===== config.mk =====
export PLATFORM = sky130hd
export DESIGN_NAME = mem_arbiter
export DESIGN_NICKNAME = d
export VERILOG_FILES = /design/src/rtl/mem_arbiter_pkg.sv /design/src/rtl/mem_arbiter_timer.sv /design/src/rtl/mem_arbiter.sv
export SDC_FILE = /design/constraint.sdc
export NUM_CORES = 1
export LEC_CHECK = 0
export ABC_AREA = 1
export CORE_ASPECT_RATIO = 0.75
export CORE_UTILIZATION = 35
export DETAILED_ROUTE_END_ITERATION = 6
export PLACE_DENSITY = 0.71
export SLEW_MARGIN = 20
export SYNTH_ARGS = -nofsm -noshare
export SYNTH_HDL_FRONTEND = slang
export SYNTH_SLANG_ARGS = --single-unit

===== constraint.sdc =====
create_clock -name clk -period 2.5 [get_ports clk]
set_input_delay 0.5 -clock clk [delete_from_list [all_inputs] [get_ports clk]]
set_output_delay 0.5 -clock clk [all_outputs]
set_load 0.01 [all_outputs]

===== src/rtl/mem_arbiter_pkg.sv =====
// mem_arbiter_pkg: shared state encoding and default parameters for the memory arbiter
package mem_arbiter_pkg;
  typedef enum logic [1:0] {IDLE, IF_WAIT, DM_WAIT} state_t;
  localparam int TIMEOUT_DEF = 15;
  localparam int FAIR_MAX_DEF = 2;
endpackage


===== src/rtl/mem_arbiter_timer.sv =====
// arb_timer: counts wait cycles since the last grant and flags a memory timeout
module arb_timer
  import mem_arbiter_pkg::*;
#(
  parameter int TIMEOUT = TIMEOUT_DEF
) (
  input  logic clk,
  input  logic rst,
  input  logic i_clr,
  input  logic i_en,
  output logic o_expired
);
  logic [15:0] r_cnt;
  // Cleared on every grant, advances on each waiting cycle without a memory response
  always_ff @(posedge clk)
    if (rst || i_clr) r_cnt <= '0;
    else if (i_en) r_cnt <= r_cnt + 16'd1;
  assign o_expired = i_en && r_cnt == 16'(TIMEOUT - 1);
endmodule


===== src/rtl/mem_arbiter.sv =====
// mem_arbiter: shares one single-port memory between fetch and data requesters
module mem_arbiter
  import mem_arbiter_pkg::*;
#(
  parameter int TIMEOUT = TIMEOUT_DEF,
  parameter int FAIR_MAX = FAIR_MAX_DEF
) (
  input  logic        clk,
  input  logic        rst,
  input  logic        if_req,
  input  logic [15:0] if_addr,
  output logic [15:0] if_rdata,
  output logic        if_done,
  output logic        if_stall,
  input  logic        dm_rd,
  input  logic        dm_wr,
  input  logic [15:0] dm_addr,
  input  logic [15:0] dm_wdata,
  output logic [15:0] dm_rdata,
  output logic        dm_done,
  output logic        dm_stall,
  output logic        mem_rd,
  output logic        mem_wr,
  output logic [15:0] mem_addr,
  output logic [15:0] mem_wdata,
  input  logic [15:0] mem_rdata,
  input  logic        mem_done,
  output logic        err
);
  localparam logic [7:0] FM = 8'(FAIR_MAX);
  state_t r_state, w_next;
  logic [7:0] r_fair;
  logic [15:0] r_addr, r_wdata, r_if_rdata, r_dm_rdata, w_addr, w_wdata;
  logic r_wr, r_if_done, r_dm_done, r_err;
  logic w_dm_bad, w_can, w_gnt_if, w_gnt_dm, w_grant, w_expire;
  arb_timer #(.TIMEOUT(TIMEOUT)) u_timer (
    .clk(clk),
    .rst(rst),
    .i_clr(w_grant),
    .i_en(r_state != IDLE && !mem_done),
    .o_expired(w_expire)
  );
  // State register
  always_ff @(posedge clk)
    if (rst) r_state <= IDLE;
    else r_state <= w_next;
  // Next state: grant from IDLE, back to IDLE on response or timeout
  always_comb
    w_next = w_gnt_if ? IF_WAIT : w_gnt_dm ? DM_WAIT :
             (r_state != IDLE && (mem_done || w_expire)) ? IDLE : r_state;
  // Arbitration and memory command outputs; no grant while a done pulse is out
  always_comb begin
    w_dm_bad = dm_rd && dm_wr;
    w_can = r_state == IDLE && !rst && !r_if_done && !r_dm_done;
    w_gnt_dm = w_can && (dm_rd || dm_wr) && !w_dm_bad && !(if_req && r_fair == FM);
    w_gnt_if = w_can && if_req && !w_gnt_dm;
    w_grant = w_gnt_if || w_gnt_dm;
    w_addr = w_gnt_if ? if_addr : dm_addr;
    w_wdata = w_gnt_dm ? dm_wdata : '0;
    mem_rd = w_gnt_if || (w_gnt_dm && dm_rd);
    mem_wr = w_gnt_dm && dm_wr;
    mem_addr = w_grant ? w_addr : r_addr;
    mem_wdata = w_grant ? w_wdata : r_wdata;
    if_stall = !rst && if_req && !r_if_done;
    dm_stall = !rst && (dm_rd || dm_wr) && !r_dm_done;
  end
  // Transaction capture, fairness count, response capture and sticky error
  always_ff @(posedge clk)
    if (rst) begin
      r_addr <= '0;
      r_wdata <= '0;
      r_wr <= 1'b0;
      r_fair <= '0;
      r_if_done <= 1'b0;
      r_dm_done <= 1'b0;
      r_if_rdata <= '0;
      r_dm_rdata <= '0;
      r_err <= 1'b0;
    end else begin
      if (w_grant) begin
        r_addr <= w_addr;
        r_wdata <= w_wdata;
        r_wr <= mem_wr;
      end
      if (w_gnt_if) r_fair <= '0;
      else if (w_gnt_dm && if_req) r_fair <= r_fair == FM ? FM : r_fair + 8'd1;
      r_if_done <= r_state == IF_WAIT && mem_done;
      r_dm_done <= r_state == DM_WAIT && mem_done;
      if (r_state == IF_WAIT && mem_done) r_if_rdata <= mem_rdata;
      if (r_state == DM_WAIT && mem_done && !r_wr) r_dm_rdata <= mem_rdata;
      r_err <= r_err || w_expire || (r_state == IDLE && (mem_done || w_dm_bad));
    end
  assign if_done = r_if_done;
  assign dm_done = r_dm_done;
  assign if_rdata = r_if_rdata;
  assign dm_rdata = r_dm_rdata;
  assign err = r_err;
endmodule


Word-level counts from Yosys, hierarchy flattened
Index checks and enable logic that the tools add are counted.
- add/subtract/negate cells: 2
- equal/unequal tests: 4
- multiplexer cells: 8
- reduce and logical (&&, ||, !) cells: 45
- operator list (kind ; number):
    16-bit 2-to-1 mux ; 4
    1-bit logical AND ; 24
    16-bit by 1-bit adder with 16-bit output (second input constant) ; 1
    16-bit by 4-bit equality test with 1-bit output (second input constant) ; 1
    8-bit by 1-bit adder with 8-bit output (second input constant) ; 1
    8-bit by 2-bit equality test with 1-bit output (second input constant) ; 1
    1-bit logical NOT ; 8
    1-bit logical OR ; 8
    8-bit 2-to-1 mux ; 1
    2-bit 2-to-1 mux ; 2
    2-bit nonzero test ; 2
    3-bit nonzero test ; 1
    2-bit by 1-bit equality test with 1-bit output (second input constant) ; 1
    2-bit equality test (second input constant) ; 1
    2-bit logical NOT ; 1
    2-bit OR reduction ; 1
    1-bit 2-to-1 mux ; 1
- flip-flop bits (word level): 94
- bits of input ports: 70
- output and inout bits: 71
- word-level logic and storage cells: 71

Longest topological paths before layout
- word-level depth: 11
- depth in mapped cells: 12
- gate-level depth less buffers: 11

Hierarchy
From an unflattened synthesis, not the netlist that was laid out.
- cell total of the unflattened synthesis: 602
- area, all modules: 4335.4 sq um
- by module, submodules not included (module ; instances ; cells an instance ; area an instance (sq um) ; sequential area each (sq um)):
    mem_arbiter ; 1 ; 468 ; 3427.0 ; 1561.5
    arb_timer ; 1 ; 134 ; 908.4 ; 320.3

Least setup slack after synthesis
Ideal clock, no wire load.
- path kind: input -> output
- start point: input rst
- end point: output mem_rd
- arrival: 1.596 ns
- required time: 2.000 ns
- slack: 0.404 ns
- cell stages on the path: 8
- cell sequence: nor2_2 > nand2_1 > nor2_8 > nand2_2 > buf_6 > buf_6 > nor2_1 > nor2_1
- longest elaborated chain between the ends: 10
- RTL lines (element ; RTL line ; source):
    from (decl) ; mem_arbiter.sv:9 ; input logic rst,
    1-bit logical NOT * ; mem_arbiter.sv:54 ; w_can = r_state == IDLE && !rst && !r_if_done && !r_dm_done;
    1-bit logical AND * (3 in series) ; mem_arbiter.sv:54 ;
    1-bit logical AND (3 in series) ; mem_arbiter.sv:55 ; w_gnt_dm = w_can && (dm_rd || dm_wr) && !w_dm_bad && !(if_req && r_fair == FM);
    1-bit logical NOT ; mem_arbiter.sv:56 ; w_gnt_if = w_can && if_req && !w_gnt_dm;
    1-bit logical AND ; mem_arbiter.sv:56 ;
    1-bit logical OR * ; mem_arbiter.sv:60 ; mem_rd = w_gnt_if || (w_gnt_dm && dm_rd);
    to (decl) ; mem_arbiter.sv:22 ; output logic mem_rd,
Every way passes the cells marked *; elsewhere a longest branch is shown, timed or not.

Worst setup path in the final report
- start point: register r_fair[0]
- end point: output mem_wdata[8]
- longest elaborated chain between the ends: 8
- RTL lines (element ; RTL line ; source):
    from (decl) ; mem_arbiter.sv:32 ; logic [7:0] r_fair;
    from (signal assigned) ; mem_arbiter.sv:86 ; else if (w_gnt_dm && if_req) r_fair <= r_fair == FM ? FM : r_fair + 8'd1;
    8-bit by 2-bit equality test with 1-bit output * ; mem_arbiter.sv:55 ;
    1-bit logical AND * ; mem_arbiter.sv:55 ;
    1-bit logical NOT * ; mem_arbiter.sv:55 ;
    1-bit logical AND * ; mem_arbiter.sv:55 ;
    1-bit logical NOT ; mem_arbiter.sv:56 ;
    1-bit logical AND ; mem_arbiter.sv:56 ;
    1-bit logical OR ; mem_arbiter.sv:57 ; w_grant = w_gnt_if || w_gnt_dm;
    16-bit 2-to-1 mux * ; - ;
    to (decl) ; mem_arbiter.sv:25 ; output logic [15:0] mem_wdata,
Marked as above.

==> impl_metrics.toml <==
[finish]
area_growth_syn_to_layout_pct = 58.46
nFillCells = 1063
fin_cells = 980
layout_common_cells = "nand2_1 (118), clkdlybuf4s50_1 (102), nor2_1 (92), dfxtp_1 (92), nand3_1 (74)"
regArea_sq_mm = 0.001884
finalCoreUtilization_pct = 57.60
drive_above_1_share_pct = 22.03
final_nets = 886
layout_commonest_cell = "nand2_1"
multi_input_area_sq_mm = 0.002115

[global_routing]
grt_antenna_before_repair = 1
grt_pass1_wl_um = 19970
grt_usage_pct = 19.80
grt_overflow = 0
grt_pass1_vias = 4325
grt_max_degree = 49

[drt]
wire_per_inst_um = 12.74
drt-pass1-iter-count = 5
num_vias = 4624
drtIter0Drc = 194
drc_errors = 0
wl_um = 12480
drtAntennaViolNets = 0
routed_via_density = 4.718

[sta]
tightest_slew_ns = 0.4880
finalMaxSlewViolations = 0
maxClockFrequency_mhz = 416.7
timing.hold.ws_ns = 0.4816
slew_headroom_pct = 67.43
final.setup.worst_slack_ns = 0.1002
finalHoldViolCount = 0
rsz0062_at_grt = "true"
finalSetupViolCount = 0
layout_min_cycle_time_ns = 2.400
final.period_utilization_pct = 95.99
finClkSkew_ns = 0.007709

[pwr]
power_density_mw_per_mm2 = 594.0
power_uw = 4003
ir_drop_uv = 407.6
p_leak_uw = 0.003035

[clock_network]
clockBufferDepth = 2
worstSkewPairLatency_ns = 0.34
cts_root_buf = "clkbuf_16"
clkTransAtPathRegs_ns = 0.07
cts_tree = "done"
htree_levels = 3
numCtsBuffers = 9
cts_sinks = 94
ctsHoldBuffers = 0

[yosys]
synth.net_count = 677
syn_avg_cell_area_sq_um = 7.053
synth-seq-cells = 94
synth_area_leaders = "dfxtp_1 (44%), nand2_1 (12%), nand3_1 (8.8%), nor2_1 (8.3%), inv_1 (5.0%)"
postSynthCellCount = 603
yosysWarnings = 0
synth_cell_type_count = 29
netlist_area_sq_mm = 0.004253
synth_top_area_share_pct = 44.25
ys_seq_area_share_pct = 44.25
yosys.area.top_type = "dfxtp_1"

[floorplan]
core_area_sq_mm = 0.01170
start_util_pct = 36.35
die_h_um = 97.47
pin_count = 141
dieArea_sq_mm = 0.01260
die_w_um = 129.3
fp-row-count = 34

[setup_path]
critical_path.endpoint_type = "primary output"
cp_slowest_cell = "dfxtp_2"
worstSetupStartpointType = "register"
cp_data_required_time_ns = 2.00
crit_type = "register to primary output"
cpPeakStageDelay_ns = 0.32
crit_chain = "inv_2, ha_4, nand2_2, nor2_4, nand3_4, nand2_4, buf_16, buf_8, clkinv_8, nand2_2, nand2_1, buf_2"
cp.arrival_ns = 1.90
cp_max_fo = 8
crit_top_cell = "nand2_2"

[placed_design]
io_buffers = 140
gp_routability_congestion = 0.8411
post-place-cells = 949
dpl.hpwl_um = 8926
place_ws_ns = -0.5344

[hold_path]
min_path_type = "register to register"

[status]
outcome = "finished clean"

[run]
drv_cap = 0
==> sequential cells by signal, indices dropped and copies added, names as in the netlist <==
register and cells:
if_rdata 16, r_wr 1, dm_done 1, dm_rdata 16, u_timer.r_cnt 16, r_addr 16
err 1, r_state 2, r_fair 8, if_done 1, r_wdata 16
==> where the power goes <==
part / leakage, uW / internal, uW / switching, uW / total [uW]
sequential: 0.000765 / 1570 / 30.3 / 1600
clock: 0.000166 / 982 / 579 / 1560
combinational: 0.00210 / 430 / 413 / 843
==> cells by family (layout without fill, tap and decap cells) <==
family          count (synthesis)  count (layout)  synth area share (%)
buf+inv                        86             300                 8.914
other cells                     0               1                     0
compound gates                 77              77                 9.091
flops                          94              94                 44.25
fa+ha+maj                       4               4                 1.177
simple gates                  338             338                 35.75
xor+xnor                        4               4                0.8239
==> worst max-delay path: cells and delay by family (launching register included) <==
family | cells | cell delay, ns
flip-flops | 1 | 0.32
buffers and inverters | 5 | 0.55
adder cells (fa/ha/maj) | 1 | 0.13
AND/OR/NAND/NOR | 6 | 0.53
==> through the flow <==
step                      instance area [sq um]   TNS, ns
after floorplan                            4253         0
after global placement                     6243    -14.37
after detailed placement                   6243    -16.20
after CTS                                  6714   -0.4228
after global routing                       6739  -0.01207
final                                      6739         0
==> synth_stat cells (all sizes together) <==
cell type and n:
nand3 84, xnor2 1, xor2 3, inv 62
or2 2, nand4 6, ha 4, clkinv 2
dfxtp 94, nand3b 2, nor2 99, buf 11
a31oi 1, a21oi 36, o21ai 40, nand2 140
clkbuf 11, nor3 5
==> what timing repair did <==
action | in CTS | in global routing
pin swaps | 6 | 5
cloned | 2 | 2
buffers inserted | 8 | 2
endpoints found under the setup margin | 35 | 34
gates resized for setup | 113 | 60
==> per-layer routing <==
layer	global-route usage [%]	wire (um)
met2	32.18	5671
met3	7.324	1094
met1	24.36	5551
met4	5.430	164
met5	0	0
==> layout make-up <==
class | instances | share of cell area [%]
well taps | 162 | 3.008
repair inverters | 3 | 0.3713
inverters | 64 | 3.862
diodes | 1 | 0.03713
multi-input cells | 423 | 31.38
flip-flops and latches | 94 | 27.96
clock buffers | 9 | 3.342
repair buffers | 217 | 28.26
clock inverters | 7 | 1.782
==> worst paths after layout <==
check	start	to	slack, ns	depth (start not counted)
worst min register to register	u_timer.r_cnt[7]	u_timer.r_cnt[7]	0.48	2
worst min-delay path	u_timer.r_cnt[7]	u_timer.r_cnt[7]	0.48	2
worst max register to register	r_fair[0]	u_timer.r_cnt[0]	0.69	12
worst max-delay path	r_fair[0]	mem_wdata[8]	0.10	12
(Power assumes the default switching activity.)
